File: src/rtl/cpu_types_pkg.sv
// Shared CPU types: register indices and the hazard unit FSM encoding.
package cpu_types_pkg;
    typedef logic [4:0] regbits_t;

    typedef enum logic [1:0] {
        RUN    = 2'd0,
        DWAIT  = 2'd1,
        HALTED = 2'd2
    } hazard_state_t;

    localparam int PERF_W = 16;
endpackage

File: src/rtl/sat_counter.sv
// Up-counter that sticks at all-ones instead of wrapping.
module sat_counter #(
    parameter int W = 16
) (
    input  logic         gclk,
    input  logic         grst_n,
    input  logic         en,
    output logic [W-1:0] count
);
    always_ff @(posedge gclk or negedge grst_n) begin
        if (!grst_n)
            count <= '0;
        else if (en && (count != {W{1'b1}}))
            count <= count + 1'b1;
    end
endmodule

File: src/rtl/hazard_unit.sv
// Pipeline hazard control: stall/flush decode by fixed priority, halt FSM, perf counters.
module hazard_unit
    import cpu_types_pkg::*;
(
    input  logic              CLK,
    input  logic              nRST,
    input  regbits_t          rs_id,
    input  regbits_t          rt_id,
    input  logic              MemRead_idex,
    input  regbits_t          dest_idex,
    input  logic              ihit,
    input  logic              dhit,
    input  logic              dREN_exmem,
    input  logic              dWEN_exmem,
    input  logic              branch_taken_exmem,
    input  logic              jump_id,
    input  logic              halt_memwb,
    output logic              pc_en,
    output logic              ifid_en,
    output logic              idex_en,
    output logic              exmem_en,
    output logic              memwb_en,
    output logic              ifid_flush,
    output logic              idex_flush,
    output logic              exmem_flush,
    output logic              halt_out,
    output logic [PERF_W-1:0] stall_cycles,
    output logic [PERF_W-1:0] flush_count
);
    hazard_state_t state;
    logic dstall, load_use, halted, branch_apply;

    assign dstall   = (dREN_exmem | dWEN_exmem) & ~dhit;
    assign load_use = MemRead_idex && (dest_idex != '0) &&
                      ((dest_idex == rs_id) || (dest_idex == rt_id));
    assign halted   = (state == HALTED) | halt_memwb;
    // A branch seen during a data miss stays frozen in EX/MEM and fires here once dhit arrives.
    assign branch_apply = ~halted & ~dstall & branch_taken_exmem;

    always_comb begin
        pc_en       = 1'b1;
        ifid_en     = 1'b1;
        idex_en     = 1'b1;
        exmem_en    = 1'b1;
        memwb_en    = 1'b1;
        ifid_flush  = 1'b0;
        idex_flush  = 1'b0;
        exmem_flush = 1'b0;
        if (halted || dstall) begin
            pc_en    = 1'b0;
            ifid_en  = 1'b0;
            idex_en  = 1'b0;
            exmem_en = 1'b0;
            memwb_en = 1'b0;
        end else if (branch_taken_exmem) begin
            ifid_flush  = 1'b1;
            idex_flush  = 1'b1;
            exmem_flush = 1'b1;
        end else if (load_use) begin
            pc_en      = 1'b0;
            ifid_en    = 1'b0;
            idex_flush = 1'b1;
        end else if (jump_id) begin
            ifid_flush = 1'b1;
        end else if (!ihit) begin
            pc_en      = 1'b0;
            ifid_flush = 1'b1;
        end
    end

    always_ff @(posedge CLK or negedge nRST) begin
        if (!nRST) begin
            state    <= RUN;
            halt_out <= 1'b0;
        end else if (halt_memwb) begin
            state    <= HALTED;
            halt_out <= 1'b1;
        end else begin
            case (state)
                RUN:     if (dstall) state <= DWAIT;
                DWAIT:   if (!dstall) state <= RUN;
                HALTED:  state <= HALTED;
                default: state <= RUN;
            endcase
        end
    end

    sat_counter #(.W(PERF_W)) u_stall_cnt (
        .gclk   (CLK),
        .grst_n (nRST),
        .en     (~pc_en && (state != HALTED)),
        .count  (stall_cycles)
    );

    sat_counter #(.W(PERF_W)) u_flush_cnt (
        .gclk   (CLK),
        .grst_n (nRST),
        .en     (branch_apply),
        .count  (flush_count)
    );
endmodule

File: config.mk
export PLATFORM = sky130hd
export DESIGN_NAME = hazard_unit
export DESIGN_NICKNAME = d
export VERILOG_FILES = /design/src/rtl/cpu_types_pkg.sv /design/src/rtl/sat_counter.sv /design/src/rtl/hazard_unit.sv
export SDC_FILE = /design/constraint.sdc
export NUM_CORES = 1
export LEC_CHECK = 0
export BUFFER_PORTS_ARGS = -buffer_cell sky130_fd_sc_hd__buf_2
export CAP_MARGIN = 30
export CORE_MARGIN = 2
export CORE_UTILIZATION = 45
export CTS_CLUSTER_DIAMETER = 60
export DETAILED_ROUTE_END_ITERATION = 8
export PLACE_DENSITY = 0.74
export SETUP_SLACK_MARGIN = 0.4
export SLEW_MARGIN = 20
export SYNTH_ARGS = -nofsm -noshare
export SYNTH_HDL_FRONTEND = slang
export SYNTH_SLANG_ARGS = --single-unit
File: constraint.sdc
create_clock -name CLK -period 2.68 [get_ports CLK]
set_clock_uncertainty 0.2 [all_clocks]
set_input_delay 0.134 -clock CLK [delete_from_list [all_inputs] [get_ports CLK]]
set_output_delay 0.134 -clock CLK [all_outputs]
set_load 0.005 [all_outputs]
==> flow_metrics.env, run 1 <==
export IMPL_status="complete, no violations"
export IMPL_h_tree_depth=2
export IMPL_startpoint="u_flush_cnt.count[6]"
export IMPL_clkPwrFrac_pct=34.0
export IMPL_ff2ff_setup_slack_ns=0.60
export IMPL_grt_usage_pct=17.77
export IMPL_dp_cells=288
export IMPL_finalNonFillerCells=298
export IMPL_die_h_um=68.22
export IMPL_detail_route_wl_per_cell_um=12.54
export IMPL_grt_pass1_wl_mm=6.154
export IMPL_timing_rr_start="u_flush_cnt.count[6]"
export IMPL_rr_endpoint="u_flush_cnt.count[15]"
export IMPL_setup_viol=0
export IMPL_grt_pass1_vias=1492
export IMPL_critPathMaxFanout=6
export IMPL_num_rows=23
export IMPL_min_path_type="input pin to flip-flop"
export IMPL_gr_total_overflow=0
export IMPL_synth_area_per_cell_um2=10.54
export IMPL_fin_area_mm2=0.002342
export IMPL_worst_pin_slew_ns=0.7530
export IMPL_tns_ns=0
export IMPL_numPortBuffers=65
export IMPL_synthesis_area_mm2=0.001856
export IMPL_slew_viol_final=0
export IMPL_fin_ws_ns=0.5990
export IMPL_cp_arrival_ns=2.09
export IMPL_ys_seq_area_share_pct=47.20
export IMPL_dieArea_mm2=0.004653
export IMPL_synth_edf_count=0
export IMPL_antenna_cells=0
export IMPL_maxCapViolCount=0
export IMPL_fin_crit_ns=2.081
export IMPL_insertion_delay_ns=0.28
export IMPL_ios=66
export IMPL_clkTransAtPathRegs_ns=0.07
export IMPL_synth_seq_cells=35
export IMPL_relSlewSlack_pct=49.80
export IMPL_intPower_uw=830.2
export IMPL_core_mm2=0.003971
export IMPL_ant_nets=0
export IMPL_firstDrtPassIters=4
export IMPL_grt_antenna_before_repair=0
export IMPL_drc=0
export IMPL_syn2layout_area_growth_pct=26.23
export IMPL_place_congestion=0.7326
export IMPL_grt_busiest_layer="met2"
export IMPL_fin_crit_sh_pct=77.65
export IMPL_grt_use_met1_pct=20.17
export IMPL_drtIter0Drc=98
export IMPL_die_w_um=68.22
export IMPL_p_sw_uw=280.3
export IMPL_yosys_warnings=0
export IMPL_fmax_ghz=0.4805
export IMPL_ys_types=40
export IMPL_clock_path_buffers=2
export IMPL_p_leak_nw=1.179
export IMPL_drive_above_1_share_pct=37.10
export IMPL_cts_tree="built"
export IMPL_rr_worst_depth=6
export IMPL_layout_nets=275
export IMPL_vias_per_cell=5.054
export IMPL_cts_buffers=5
export IMPL_vias=1506
export IMPL_met2_usage_pct=31.31
export IMPL_sequentialPowerShare_pct=53.2
export IMPL_dp_hpwl_mm=2.926
export IMPL_hold_depth=5
export IMPL_synthFlopType="dfrtp_1"
export IMPL_synth_cells=176
export IMPL_switching_share_pct=25.24
export IMPL_worstPathRequired_ns=2.69
export IMPL_critPathKind="flip-flop to flip-flop"
export IMPL_end_kind="flip-flop"
export IMPL_place_ws_ns=0.4643
export IMPL_initial_core_util_pct=46.72
export IMPL_synthArstFlopShare_pct=100.0
export IMPL_drt_total_wl_mm=3.738
export IMPL_rsz0062_at_grt="no"
export IMPL_syn_nets=203
export IMPL_ir_drop_mv=0.2095
export IMPL_p_per_area_mw_per_mm2=474.1
export IMPL_grt_start_max_net_pins=36
export IMPL_grtUsageMet3_pct=5.263
export IMPL_cts_root_buf="clkbuf_8"
export IMPL_setup_worst_path_end="u_flush_cnt.count[15]"
export IMPL_start_kind="flip-flop"
export IMPL_hold_viol_final=0
export IMPL_pwr_share_comb_pct=12.8
export IMPL_cts_sinks=35
export IMPL_placed_area_mm2=0.002217
-- power groups by stage --
| stage | clock network (mW) | registers [mW] | logic [mW] |
|---|---|---|---|
| 3_3_place_gp | 0 | 0.599 | 0.141 |
| 5_1_grt | 0.409 | 0.596 | 0.164 |
| 4_1_cts | 0.391 | 0.591 | 0.147 |
| 6_report | 0.377 | 0.590 | 0.143 |
| 3_5_place_dp | 0 | 0.601 | 0.144 |
| 2_1_floorplan | 0 | 0.599 | 0.0645 |
-- synthesized netlist by cell type (all sizes together) (2+ instances only) --
| cell | instances | area (um2) |
|---|---|---|
| a21oi | 5 | 28.78 |
| and3 | 3 | 18.77 |
| buf | 3 | 26.27 |
| dfrtp | 35 | 875.8 |
| ha | 2 | 25.02 |
| inv | 6 | 22.52 |
| mux2 | 3 | 33.78 |
| nand2 | 19 | 78.83 |
| nand3 | 12 | 70.07 |
| nand4 | 13 | 100.1 |
| nor2 | 12 | 47.55 |
| nor2b | 3 | 26.27 |
| nor3 | 5 | 30.03 |
| o21ai | 3 | 18.77 |
| o21bai | 2 | 15.01 |
| or2 | 2 | 12.52 |
| xnor2 | 32 | 280.3 |
| xor2 | 6 | 52.55 |
-- worst min-delay path by stage --
stage | from | end | slack, ns
final | branch_taken_exmem | u_flush_cnt.count[9] | 0.17
after global routing | branch_taken_exmem | u_flush_cnt.count[5] | 0.21
after CTS | branch_taken_exmem | u_flush_cnt.count[9] | 0.17
after detailed placement | nRST | u_stall_cnt.count[10] | 0.05
after global placement | nRST | u_stall_cnt.count[7] | 0.05
after floorplan | nRST | halt_out | -0.36
-- per-layer routing --
metal  wire [um]  part of all wire (%)
met2        1804                    48
met5           0                     0
met1        1617                    43
met4          33                  0.88
met3         283                   7.6
-- through the flow --
step | power [mW] | hold WS (ns) | utilization, %
detailed placement | 0.7453 | 0.04783 | 55.83
CTS | 1.130 | 0.1661 | 58.79
finish | 1.111 | 0.1665 | 58.98
global route | 1.169 | 0.2143 | 58.98
floorplan | 0.6637 | -0.3616 | -
global placement | 0.7393 | 0.04868 | 55.83
-- layout by cell type, fill, tap and decap left out, drive strengths merged, types with 5 or more instances in the layout --
cell / netlist / routed
buf: 3 / 65
nand2: 19 / 19
nor3: 5 / 5
inv: 6 / 6
nor2: 12 / 12
clkbuf: 0 / 6
dfrtp: 35 / 35
nand4: 13 / 13
a21oi: 5 / 5
xnor2: 32 / 32
xor2: 6 / 6
nand3: 12 / 12
-- state kept, by name (all words and copies together) (netlist names) --
register	count
halt_out	1
state	2
u_stall_cnt.count	16
u_flush_cnt.count	16
-- final cells by class --
cell class,count,area (um2)
multi-input combinational,132,938.4
inverter,6,22.52
fill,338,1629
clock inverter,1,5.005
clock buffer,6,82.58
sequential,35,875.8
timing repair buffer,68,355.3
tap,50,62.56
-- critical path, stage by stage (launching register included) --
cell and delay, ns:
dfrtp_1 0.44, and4_1 0.29, nand2_1 0.12, nor2_1 0.09, a211oi_2 0.45, nor3b_2 0.26
xor2_1 0.16
-- cell families after synthesis --
family / after synthesis / share of synthesized area [%]
and+or+nand+nor: 75 / 23.54
xor gates and xnor gates: 38 / 17.94
DFF: 35 / 47.20
AOI/OAI and AO/OA: 14 / 5.529
buffers and inverters: 9 / 2.629
muxes: 3 / 1.821
adders and majority gates: 2 / 1.348
-- timing repair --
item / in CTS / in global routing
setup buffers: 0 / 0
hold buffers: 3 / 0
endpoints found under the setup margin: 0 / 4
gates resized for setup: 0 / 1
hold endpoints to repair: 38 / 0
Power figures use the tool's default switching activity.
==> run 2: changes to the inputs <==
==> constraint.sdc (replaced) <==
create_clock -name CLK -period 2.14 [get_ports CLK]
set_clock_uncertainty 0.2 [all_clocks]
set_input_delay 0.107 -clock CLK [delete_from_list [all_inputs] [get_ports CLK]]
set_output_delay 0.107 -clock CLK [all_outputs]
set_load 0.005 [all_outputs]
==> flow_metrics.env, run 2 (same netlist as run 1, synthesis figures left out) <==
export IMPL_grt_start_max_net_pins=36
export IMPL_place_ws_ns=-0.005638
export IMPL_critPathMostFrequentCell="nand2_2"
export IMPL_hold_path_end="u_flush_cnt.count[11]"
export IMPL_rr_worst_depth=6
export IMPL_core_mm2=0.003971
export IMPL_finish_utilization_pct=71.46
export IMPL_hold_depth=5
export IMPL_crit_slowest_cell="or4b_1"
export IMPL_start_kind="flip-flop"
export IMPL_ant_nets=0
export IMPL_fin_crit_sh_pct=90.31
export IMPL_fin_crit_ns=1.933
export IMPL_p_per_area_mw_per_mm2=525.5
export IMPL_dieArea_mm2=0.004653
export IMPL_cts_sinks=35
export IMPL_finalNonFillerCells=334
export IMPL_dp_hpwl_mm=3.168
export IMPL_max_stage_delay_ns=0.48
export IMPL_end_kind="flip-flop"
export IMPL_gr_total_overflow=0
export IMPL_num_rows=23
export IMPL_final_cell_mix="64 x buf_2, 32 x dfrtp_1, 31 x xnor2_1"
export IMPL_die_w_um=68.22
export IMPL_rsz0062_at_grt="yes"
export IMPL_min_path_type="input pin to flip-flop"
export IMPL_place_congestion=0.8301
export IMPL_nFillCells=286
export IMPL_layout_nets=310
export IMPL_detail_route_wl_per_cell_um=14.02
export IMPL_vias=1696
export IMPL_relSlewSlack_pct=48.48
export IMPL_dp_cells=303
export IMPL_clkTransAtPathRegs_ns=0.07
export IMPL_vias_per_cell=5.078
export IMPL_setup_viol=0
export IMPL_antenna_cells=0
export IMPL_maxCapViolCount=0
export IMPL_initial_core_util_pct=46.72
export IMPL_path_cells="nor2b_4 -> nor3_1 -> nand2_2 -> nand2_2 -> or4b_1 -> xnor2_1"
export IMPL_fmax_ghz=0.5174
export IMPL_fin_ws_ns=0.2073
export IMPL_cts_buffers=5
export IMPL_fin_area_mm2=0.002838
export IMPL_hold_viol_final=0
export IMPL_cts_root_buf="clkbuf_8"
export IMPL_drive_above_1_share_pct=55.28
export IMPL_p_leak_nw=1.422
export IMPL_final_common_cell="buf_2"
export IMPL_clock_path_buffers=2
export IMPL_critPathMaxFanout=6
export IMPL_drt_total_wl_mm=4.684
export IMPL_ios=66
export IMPL_grt_pass1_wl_mm=7.286
export IMPL_startpoint="state[1]"
export IMPL_rr_endpoint="u_stall_cnt.count[10]"
export IMPL_slew_viol_final=0
export IMPL_firstDrtPassIters=4
export IMPL_cts_tree="built"
export IMPL_crit_buf_inv=0
export IMPL_critPathKind="flip-flop to flip-flop"
export IMPL_hp_start="branch_taken_exmem"
export IMPL_grt_pass1_vias=1657
export IMPL_critical_path_top_delay_family="simple AND/OR/NAND/NOR gates"
export IMPL_drtIter0Drc=93
export IMPL_ir_drop_mv=0.3357
export IMPL_die_h_um=68.22
export IMPL_grt_antenna_before_repair=0
export IMPL_placed_area_mm2=0.002396
export IMPL_numPortBuffers=65
export IMPL_worstPathRequired_ns=2.11
export IMPL_cp_arrival_ns=1.90
export IMPL_timing_rr_start="state[1]"
export IMPL_ff2ff_setup_slack_ns=0.21
export IMPL_h_tree_depth=2
export IMPL_tns_ns=0
export IMPL_grt_usage_pct=21.09
export IMPL_insertion_delay_ns=0.29
export IMPL_syn2layout_area_growth_pct=52.93
export IMPL_largestRegisters="u_flush_cnt.count: 16 flops, u_stall_cnt.count: 16 flops, state: 2 flops"
export IMPL_status="complete, no violations"
export IMPL_worst_pin_slew_ns=0.7728
export IMPL_drc=0
## run 2: changes by cell type in the layout (fill, tap and decap cells not counted), moves of 4 or more
cell,change
buf_4,+26
buf_6,+8
nand2_1,-5
a21oi_1,-4
nand2_2,+4
nor2_1,-4
## run 2: per-layer routing
metal / global-route usage [%] / routed length, um / share of wire [%]
met5: 0 / 0 / 0
met3: 5.428 / 199 / 4.2
met4: 8.750 / 89 / 1.9
met2: 37.14 / 2564 / 55
met1: 24.16 / 1832 / 39
## run 2: final cells by class
cell class	count	area (um2)	area share (%)
Clock inverter	1	5.005	0.1764
Timing Repair Buffer	103	665.6	23.46
Inverter	6	27.53	0.9700
Multi-Input combinational cell	132	1121	39.51
Sequential cell	35	879.6	31.00
Tap cell	50	62.56	2.205
Clock buffer	7	76.32	2.690
## run 2: what timing repair did
item | CTS | global route
pin swaps | 8 | 11
endpoints found under the setup margin | 31 | 40
hold buffers | 4 | 0
setup buffers | 9 | 10
gates resized for setup | 20 | 21
endpoints found under the hold margin | 38 | 0
## run 2: tightest hold or removal path, cell delays in order
cell and delay [ns]:
buf_2 0.15, nand2_4 0.09, a211oi_4 0.05, nand4_1 0.10, xnor2_1 0.06
## run 2: power breakdown
group          internal (mW)  leakage, nW  total, mW  switching [mW]
logic                  0.161        0.917      0.295           0.134
clock network          0.228       0.0422      0.463           0.235
registers              0.696        0.462      0.733          0.0368
## run 2: worst max-delay path by stage
stage | to | slack (ns) | depth (start not counted)
after detailed placement | u_stall_cnt.count[1] | -0.006 | 5
after floorplan | u_stall_cnt.count[10] | 0.28 | 5
final | u_stall_cnt.count[10] | 0.21 | 6
after global placement | u_stall_cnt.count[1] | 0.05 | 5
after global routing | u_flush_cnt.count[7] | 0.11 | 10
after CTS | u_flush_cnt.count[15] | 0.20 | 9
## run 2: through the flow
stage / power (mW) / hold WS [ns]
after floorplan: 0.8630 / -0.3886
after global placement: 1.006 / 0.02965
after detailed placement: 1.015 / 0.02697
after CTS: 1.477 / 0.06902
after global routing: 1.563 / 0.1371
final: 1.491 / 0.1226
==> run 3: changes to the inputs <==
--- a/config.mk
+++ b/config.mk
@@ -11,9 +11,10 @@
 export CORE_UTILIZATION = 45
 export CTS_CLUSTER_DIAMETER = 60
 export DETAILED_ROUTE_END_ITERATION = 8
-export PLACE_DENSITY = 0.74
+export PLACE_DENSITY = 0.73
 export SETUP_SLACK_MARGIN = 0.4
 export SLEW_MARGIN = 20
 export SYNTH_ARGS = -nofsm -noshare
 export SYNTH_HDL_FRONTEND = slang
+export SYNTH_HIERARCHICAL = 1
 export SYNTH_SLANG_ARGS = --single-unit
==> flow_metrics.env, run 3 <==
export IMPL_insertion_delay_ns=0.28
export IMPL_hold_viol_final=0
export IMPL_cts_sinks=35
export IMPL_synth_area_per_cell_um2=10.99
export IMPL_clkTransAtPathRegs_ns=0.07
export IMPL_fin_crit_sh_pct=103.3
export IMPL_status="finished, violations left"
export IMPL_vias_per_cell=5.727
export IMPL_p_leak_nw=1.508
export IMPL_grt_antenna_before_repair=0
export IMPL_synthArstFlopShare_pct=100.0
export IMPL_start_kind="flip-flop"
export IMPL_timing_rr_start="state[1]"
export IMPL_largestRegisters="u_flush_cnt/count: 16 flops, u_stall_cnt/count: 16 flops, state: 2 flops"
export IMPL_h_tree_depth=2
export IMPL_critPathKind="flip-flop to flip-flop"
export IMPL_drtIter0Drc=65
export IMPL_synth_cells=188
export IMPL_grt_start_max_net_pins=36
export IMPL_min_path_type="input pin to asynchronous set/reset pin"
export IMPL_vias=1970
export IMPL_synth_common_cells="35 x dfrtp_1, 20 x xnor2_1, 16 x nand4_1, 12 x nand3_1"
export IMPL_p_per_area_mw_per_mm2=424.4
export IMPL_yosys_warnings=6
export IMPL_synth_seq_cells=35
export IMPL_cts_root_buf="clkbuf_8"
export IMPL_yosysMostFrequentCell="dfrtp_1"
export IMPL_critPathMaxFanout=4
export IMPL_place_ws_ns=-0.07207
export IMPL_yosysTopAreaCell="dfrtp_1"
export IMPL_ff2ff_setup_slack_ns=-0.07
export IMPL_worstPathRequired_ns=2.11
export IMPL_ir_drop_mv=0.3694
export IMPL_setup_viol=5
export IMPL_finish_utilization_pct=67.49
export IMPL_layout_nets=318
export IMPL_maxCapViolCount=0
export IMPL_antenna_cells=0
export IMPL_fmax_ghz=0.4523
export IMPL_violations="setup timing"
export IMPL_dp_hpwl_mm=3.455
export IMPL_cp_arrival_ns=2.18
export IMPL_fin_ws_ns=-0.07091
export IMPL_final_cell_mix="62 x buf_2, 35 x dfrtp_1, 20 x xnor2_1, 20 x buf_4, 16 x nand4_1"
export IMPL_die_h_um=71.78
export IMPL_grt_pass1_wl_mm=9.073
export IMPL_syn2layout_area_growth_pct=43.16
export IMPL_grt_usage_pct=22.19
export IMPL_drt_total_wl_mm=5.445
export IMPL_tns_ns=-0.1967
export IMPL_syn_nets=215
export IMPL_synth_edf_count=0
export IMPL_clock_path_buffers=2
export IMPL_drive_above_1_share_pct=49.32
export IMPL_numPortBuffers=65
export IMPL_synthTopCellsByArea="dfrtp_1 42%, xnor2_1 8.5%, nand4_1 4.8%, nor4_4 4.1%, o21a_1 3.6%"
export IMPL_firstDrtPassIters=4
export IMPL_synthesis_area_mm2=0.002067
export IMPL_fin_crit_ns=2.211
export IMPL_end_kind="flip-flop"
export IMPL_slew_viol_final=0
export IMPL_ys_types=42
export IMPL_final_common_cell="buf_2"
export IMPL_relSlewSlack_pct=47.43
export IMPL_gr_total_overflow=0
export IMPL_synth_top_area_share_pct=42.37
export IMPL_drc=0
export IMPL_initial_core_util_pct=47.15
export IMPL_die_w_um=71.78
export IMPL_nFillCells=340
export IMPL_detail_route_wl_per_cell_um=15.83
export IMPL_grt_pass1_vias=1999
export IMPL_core_mm2=0.004384
export IMPL_rr_endpoint="u_stall_cnt/count[5]"
export IMPL_worst_pin_slew_ns=0.7886
export IMPL_rr_worst_depth=9
export IMPL_num_rows=24
export IMPL_synthFlopType="dfrtp_1"
export IMPL_cts_tree="built"
export IMPL_ant_nets=0
export IMPL_dieArea_mm2=0.005152
export IMPL_ys_seq_area_share_pct=42.37
export IMPL_rsz0062_at_grt="yes"
export IMPL_ios=66
export IMPL_place_congestion=0.8113
export IMPL_cts_buffers=5
==> run 3: cell count changes in the layout (fill, tap and decap cells not counted), moves of 5 or more <==
cell     change
nand2_2      -5
buf_6        +5
buf_4        -6
xnor2_1     -11
nand4_1      +6
o21a_1      +10
a31oi_1      +5
a21oi_1      +5
==> run 3: per-layer routing <==
metal | track usage (%) | share of wire, %
met1 | 26.44 | 40
met2 | 40.33 | 55
met3 | 3.657 | 4.4
met4 | 7.547 | 1.1
met5 | 0 | 0
==> run 3: logic make-up after synthesis <==
family | Yosys count | share of synthesized area, %
fa+ha+maj | 2 | 1.210
flops | 35 | 42.37
buf+inv | 3 | 0.9076
compound gates | 41 | 14.41
xor+xnor | 24 | 10.17
mux | 2 | 1.090
simple gates | 81 | 29.84
==> run 3: layout make-up <==
class	instances	area, um2	area share (%)
multi-input combinational	150	1296	43.81
sequential	35	875.8	29.60
timing repair buffer	98	636.9	21.52
clock buffer	7	76.32	2.579
tap	52	65.06	2.199
clock inverter	1	5.005	0.1691
inverter	1	3.754	0.1268
==> run 3: repair_timing <==
item | CTS | global route
setup endpoints to repair | 35 | 40
endpoints found under the hold margin | 38 | 0
pin swaps | 10 | 11
setup buffers | 15 | 4
gates resized for setup | 25 | 10
hold buffers | 3 | 0
==> run 3: worst max path at each step <==
stage	start	endpoint	slack, ns	cells after the start
after floorplan	state[1]	u_stall_cnt/count[15]	0.05	8
after global placement	state[1]	u_stall_cnt/count[14]	-0.008	8
after detailed placement	state[1]	u_stall_cnt/count[14]	-0.07	8
after CTS	state[1]	u_stall_cnt/count[10]	-0.07	8
after global routing	state[1]	u_stall_cnt/count[9]	-0.17	9
final	state[1]	u_stall_cnt/count[5]	-0.07	9
==> run 3: per-stage QoR <==
stage	power (mW)	area [um2]	cells	hold WS, ns
global placement	0.7965	2552	314	0.02613
detailed placement	0.7989	2552	314	0.03741
floorplan	0.7330	2095	188	-0.3886
finish	1.256	2959	344	0.2405
CTS	1.260	2883	340	0.2709
global route	1.315	2959	344	0.3006
==> run 3: critical path, stage by stage (launching register included) <==
cell	delay, ns
dfrtp_1	0.39
nor2b_4	0.13
or4_4	0.41
o21ai_2	0.07
a21o_1	0.18
buf_6	0.12
and3_4	0.18
and4_4	0.24
o211ai_1	0.08
o21a_1	0.11
==> run 3: where the power goes <==
part	leakage (nW)	internal (mW)	total (mW)	switching, mW
Sequential	0.477	0.669	0.683	0.0142
Clock	0.0422	0.229	0.464	0.236
Combinational	0.989	0.0554	0.108	0.0525
